**src/rtl/pie_encoder.sv**
```systemverilog
// PIE forward-link encoder: emits delimiter, Data-0, RTcal, an optional TRcal,
// then one PIE symbol per command bit on out_mod.
//
// Handshake: in_rdy is a registered strobe, high for exactly one cycle, which
// is the last cycle of the symbol before the next bit is needed. A bit
// transfers when in_vld && in_rdy in that cycle. in_vld low in that cycle is
// an underrun: the frame is aborted with a one-cycle err pulse.
//
// All outputs are registered. They are computed from next-state values, so
// out_mod, busy and in_rdy describe the same cycle as state_q/cnt_q.
module pie_encoder #(
  parameter int CNT_WIDTH = 8,
  parameter int TARI      = 8,
  parameter int DATA1     = 14,
  parameter int PW        = 4,
  parameter int DELIM     = 6,
  parameter int TRCAL     = 36
) (
  input  logic       clk,
  input  logic       rst,
  input  logic       start,
  input  logic       preamble_sel,
  input  logic       in_dat,
  input  logic       in_last,
  input  logic       in_vld,
  output logic       in_rdy,
  output logic       out_mod,
  output logic       busy,
  output logic       done,
  output logic       err,
  output logic [2:0] dbg_state_o
);

  typedef enum logic [2:0] {
    S_IDLE  = 3'd0,
    S_DELIM = 3'd1,
    S_DATA0 = 3'd2,
    S_RTCAL = 3'd3,
    S_TRCAL = 3'd4,
    S_BITS  = 3'd5
  } state_t;

  localparam logic [CNT_WIDTH-1:0] ONE     = CNT_WIDTH'(1);
  localparam logic [CNT_WIDTH-1:0] L_TARI  = CNT_WIDTH'(TARI);
  localparam logic [CNT_WIDTH-1:0] L_DATA1 = CNT_WIDTH'(DATA1);
  localparam logic [CNT_WIDTH-1:0] L_PW    = CNT_WIDTH'(PW);
  localparam logic [CNT_WIDTH-1:0] L_DELIM = CNT_WIDTH'(DELIM);
  localparam logic [CNT_WIDTH-1:0] L_TRCAL = CNT_WIDTH'(TRCAL);
  localparam logic [CNT_WIDTH-1:0] L_RTCAL = CNT_WIDTH'(TARI + DATA1);

  state_t                 state_q, state_d;
  logic [CNT_WIDTH-1:0]   cnt_q, cnt_d;
  logic [CNT_WIDTH-1:0]   len_q, len_d;
  logic                   last_q, last_d;
  logic                   pre_q, pre_d;
  logic                   done_d, err_d;
  logic                   mod_d, busy_d, rdy_d;
  logic                   sym_end;
  logic                   take_fetch;

  assign dbg_state_o = state_q;

  // Next-state decode: symbol sequencing, bit fetch and frame termination.
  always_comb begin
    state_d    = state_q;
    cnt_d      = cnt_q + ONE;
    len_d      = len_q;
    last_d     = last_q;
    pre_d      = pre_q;
    done_d     = 1'b0;
    err_d      = 1'b0;
    take_fetch = 1'b0;
    sym_end    = (cnt_q == (len_q - ONE));

    case (state_q)
      S_IDLE: begin
        cnt_d = '0;
        if (start) begin
          state_d = S_DELIM;
          len_d   = L_DELIM;
          pre_d   = preamble_sel;
        end
      end
      S_DELIM: begin
        if (sym_end) begin
          state_d = S_DATA0;
          cnt_d   = '0;
          len_d   = L_TARI;
        end
      end
      S_DATA0: begin
        if (sym_end) begin
          state_d = S_RTCAL;
          cnt_d   = '0;
          len_d   = L_RTCAL;
        end
      end
      S_RTCAL: begin
        if (sym_end) begin
          if (pre_q) begin
            state_d = S_TRCAL;
            cnt_d   = '0;
            len_d   = L_TRCAL;
          end else begin
            take_fetch = 1'b1;
          end
        end
      end
      S_TRCAL: begin
        if (sym_end) take_fetch = 1'b1;
      end
      S_BITS: begin
        if (sym_end) begin
          if (last_q) begin
            state_d = S_IDLE;
            cnt_d   = '0;
            done_d  = 1'b1;
          end else begin
            take_fetch = 1'b1;
          end
        end
      end
      default: begin
        state_d = S_IDLE;
        cnt_d   = '0;
      end
    endcase

    // take_fetch coincides with the registered in_rdy strobe by construction.
    if (take_fetch) begin
      cnt_d = '0;
      if (in_vld) begin
        state_d = S_BITS;
        len_d   = in_dat ? L_DATA1 : L_TARI;
        last_d  = in_last;
      end else begin
        state_d = S_IDLE;
        err_d   = 1'b1;
      end
    end

    // Output values for the cycle described by the next state.
    busy_d = (state_d != S_IDLE);
    rdy_d  = (cnt_d == (len_d - ONE)) &&
             (((state_d == S_RTCAL) && !pre_d) ||
              (state_d == S_TRCAL) ||
              ((state_d == S_BITS) && !last_d));
    if (state_d == S_IDLE)       mod_d = 1'b1;
    else if (state_d == S_DELIM) mod_d = 1'b0;
    else                         mod_d = (cnt_d < (len_d - L_PW));
  end

  // State register and registered outputs, synchronous active-high reset.
  always_ff @(posedge clk) begin
    if (rst) begin
      state_q <= S_IDLE;
      cnt_q   <= '0;
      len_q   <= L_DELIM;
      last_q  <= 1'b0;
      pre_q   <= 1'b0;
      out_mod <= 1'b1;
      busy    <= 1'b0;
      in_rdy  <= 1'b0;
      done    <= 1'b0;
      err     <= 1'b0;
    end else begin
      state_q <= state_d;
      cnt_q   <= cnt_d;
      len_q   <= len_d;
      last_q  <= last_d;
      pre_q   <= pre_d;
      out_mod <= mod_d;
      busy    <= busy_d;
      in_rdy  <= rdy_d;
      done    <= done_d;
      err     <= err_d;
    end
  end

endmodule

```
**config.mk**
```make
export PLATFORM = sky130hd
export DESIGN_NAME = pie_encoder
export DESIGN_NICKNAME = d
export VERILOG_FILES = /design/src/rtl/pie_encoder.sv
export SDC_FILE = /design/constraint.sdc
export NUM_CORES = 1
export LEC_CHECK = 0
export ABC_CLOCK_PERIOD_IN_PS = 3650
export CELL_PAD_IN_SITES_DETAIL_PLACEMENT = 1
export CELL_PAD_IN_SITES_GLOBAL_PLACEMENT = 2
export CORE_MARGIN = 3
export CORE_UTILIZATION = 31
export DETAILED_ROUTE_END_ITERATION = 8
export PLACE_DENSITY_LB_ADDON = 0.2
export SLEW_MARGIN = 20
export SYNTH_ARGS = -nofsm -noshare
export SYNTH_HDL_FRONTEND = slang
export SYNTH_SLANG_ARGS = --single-unit
```
**constraint.sdc**
```tcl
create_clock -name clk -period 3.65 [get_ports clk]
set_clock_uncertainty 0.2 [all_clocks]
set_input_delay 0.73 -clock clk [delete_from_list [all_inputs] [get_ports clk]]
set_output_delay 0.73 -clock clk [all_outputs]
set_load 0.01 [all_outputs]
```
==> metrics.md, run 1 <==
| Metric | Value |
|---|---|
| Worst slew margin | 68.35% |
| Largest family of logic cells by synthesized area | simple AND/OR/NAND/NOR gates |
| Clock slew at reported path FFs | 100 ps |
| Total global-route track usage | 18.77% |
| EDFF count, synth | 0 |
| TritonCTS Buffers | 3 |
| DRT antenna net count | 0 |
| CTS Hold Bufs | 0 |
| Synth Cell Area | 0.002036 mm² |
| Most frequent cells in the layout | 58 x buf_4, 28 x nor2_1, 24 x nand2_1, 20 x dfxtp_1, 17 x xnor2_1 |
| Synth Area in XOR/XNOR | 12.91% |
| Largest net degree at the start of global routing | 25 |
| Final worst-path cycle share | 104.2% |
| Clk sinks | 26 |
| Initial drt markers | 101 |
| Final min period | 3802 ps |
| Core Region | 0.006131 mm² |
| Synth Instances | 260 |
| WL/cell | 17.04 µm |
| Final nets | 349 |
| FF+latch count, synth | 26 |
| Post-DP HPWL | 5.267 mm |
| Final Setup Violations | 2 |
| Yosys Warn Count | 0 |
| First-pass GRT wire length | 10.96 mm |
| Most common cell after layout, fill and taps aside | buf_4 |
| Mapped Nets | 280 |
| Compound-gate portion of the synthesized area | 15.37% |
| Die Span Y | 87.04 µm |
| Vias in the first global route | 2150 |
| Status | complete, but fails checks |
| Fillers | 744 |
| Worst Setup Start Kind | flop |
| Maximum VDD drop | 0.1464 mV |
| Max clock buf depth | 2 |
| Starting density of the core | 33.20% |
| Routability Congestion | 0.8021 |
| Via count | 2124 |
| DRC Markers | 0 |
| Setup ws final | -151.7 ps |
| Crit Path Class | reg -> reg |
| Pwr dens | 213.5 mW/mm² |
| Mean post-synth cell area | 7.830 µm² |
| Slew Limit Fails | 0 |
| Fmax | 263.0 MHz |
| Mux contribution to synthesized area | 2.213% |
| Synth unique cells | 56 |
| Unrepaired setup endpoints after global routing | yes |
| GR Overflow Total | 0 |
| P_leak | 1.147 nW |
| Io pins | 15 |
| Critical Path End Type | flop |
| Diodes inserted | 0 |
| Worst-skew pair later-pin latency | 280 ps |
| Power Total | 0.6251 mW |
| Die X | 87.04 µm |
| Worst slack, placed | -228.3 ps |
| Post-synth ARST share | 0% |
| CTS tree | done |
| Failing checks | setup timing |
| Via density | 5.270 |
| Post-Synth Simple-Gate Area | 31.41% |
| Hold crit path type | reg -> reg |
| H-tree depth | 1 |
| Final hold violations | 0 |
| Worst EP required | 3680 ps |
| Row count | 28 |
| Share of layout cells above drive strength 1 | 33.54% |
| Main flop type after synthesis | dfxtp_1 |
| Detailed-route wire length | 6.866 mm |
| Slew @ Worst Pin | 473.3 ps |
| CP Max Fanout | 5 |
| Sequential fraction of the synthesis area | 25.57% |
| Crit path DAT | 3830 ps |
| Initial DRT Pass Iterations | 4 |
| Die area | 0.007575 mm² |
| Clk root buf | clkbuf_8 |
| Synth Area in Adders | 7.990% |
| Initial antenna violation count | 0 |
| Area grow syn2layout | 43.82% |
| Port bufs | 14 |
| Maxcap violations | 0 |
-- stage by stage --
stage	cells	area [µm²]	hold slack, ps	util [%]	setup TNS (ps)
after floorplan	260	2063	244.0	-	-47.92
after global placement	385	2585	271.3	42.16	-214.7
after detailed placement	385	2585	281.1	42.16	-438.6
after CTS	397	2820	295.1	46.00	-142.9
after global routing	403	2928	320.5	47.76	-545.4
final	403	2928	287.8	47.76	-192.2
-- sequential cells by signal (all words and copies together), names as in the netlist --
signal	cells
cnt_q	8
len_q	8
dbg_state_o	3
busy	1
done	1
err	1
in_rdy	1
last_q	1
out_mod	1
pre_q	1
-- logic make-up (layout without fill, tap and decap cells) --
kind of cell,after synthesis,after routing
fa+ha+maj,13,13
mux,4,4
xor+xnor,30,30
simple gates,119,119
compound gates,47,47
flops,26,26
buf+inv,21,89
-- routing by layer --
| layer | vias to the layer above | track usage [%] | part of all wire (%) |
|---|---|---|---|
| met4 | 0 | 5.524 | 1.9 |
| met1 | 1029 | 24.76 | 45 |
| met2 | 36 | 31.82 | 49 |
| met5 | - | 0 | 0 |
| met3 | 13 | 2.365 | 4.2 |
| li1 | 1046 | - | - |
-- area by class of cell --
type | count | area [µm²] | area share [%]
Clock buffer | 3 | 41.29 | 1.410
Clock inverter | 1 | 30.03 | 1.026
Inverter | 11 | 41.29 | 1.410
Multi-Input combinational cell | 213 | 1590 | 54.32
Sequential cell | 26 | 533.0 | 18.21
Tap cell | 75 | 93.84 | 3.205
Timing Repair Buffer | 74 | 598.1 | 20.43
-- worst paths after layout --
kind	from	endpoint	slack (ps)	cells after the start
setup reg to reg	len_q[1]$_SDFF_PP1_	out_mod$_SDFF_PP1_	-150	19
setup / recovery	len_q[1]$_SDFF_PP1_	out_mod$_SDFF_PP1_	-150	19
hold reg to reg	last_q$_SDFF_PP0_	last_q$_SDFF_PP0_	290	2
hold / removal	last_q$_SDFF_PP0_	last_q$_SDFF_PP0_	290	2
-- synthesized netlist by cell type, types with 2 or more instances --
master     n  area share (%)
nor2_1    29             5.3
nand2_1   27             5.0
dfxtp_1   26              26
xnor2_1   20             8.6
a21oi_1   14             3.4
ha_1      13             8.0
nor3_1    13             3.2
inv_1     10             1.8
xor2_1    10             4.3
o21ai_0    9             2.2
nor2b_1    8             2.5
nand3_1    7             1.7
clkbuf_1   6             1.1
nand2b_1   6             1.8
nor4b_1    4             1.7
a31oi_1    3            0.92
o211ai_1   3             1.1
or2_2      3            0.92
and2_1     2            0.61
and3_1     2            0.61
buf_2      2            0.49
mux2i_1    2            0.98
nor2_2     2            0.61
nor3b_1    2            0.74
nor4_1     2            0.61
o21a_1     2            0.74
o31ai_1    2            0.74
o32ai_1    2            0.86
or3_1      2            0.61
-- where the power goes --
part	leakage (nW)	internal, mW	switching, mW	total [mW]
Clock	0.0357	0.147	0.103	0.250
Sequential	0.212	0.287	0.00368	0.291
Combinational	0.899	0.0368	0.0476	0.0844
-- worst max-delay path: stages (launching register included) --
cell and delay [ps]:
dfxtp_2 370, inv_2 50, ha_4 230, xnor2_1 120, or4_4 420, or3_4 400
nand2b_4 170, o32a_1 190, nor2_2 170, ha_1 250, nor2b_1 140, o21a_1 170
o21a_1 160, o21ai_1 110, nand2b_1 80, a21oi_2 140, nor2b_1 60, o21ai_1 140
o211ai_1 100, nand2_1 70
-- repair_timing --
action / in CTS / in global routing
pin swaps: 5 / 11
buffers inserted: 8 / 6
resized for setup: 22 / 15
setup endpoints to repair: 2 / 2
(Power assumes the default switching activity.)
==> run 2: changes to the inputs <==
- GPL_ROUTABILITY_DRIVEN: default -> 0
==> results of run 2 <==
No change in the layout: final DEF, timing and power equal those of run 1.
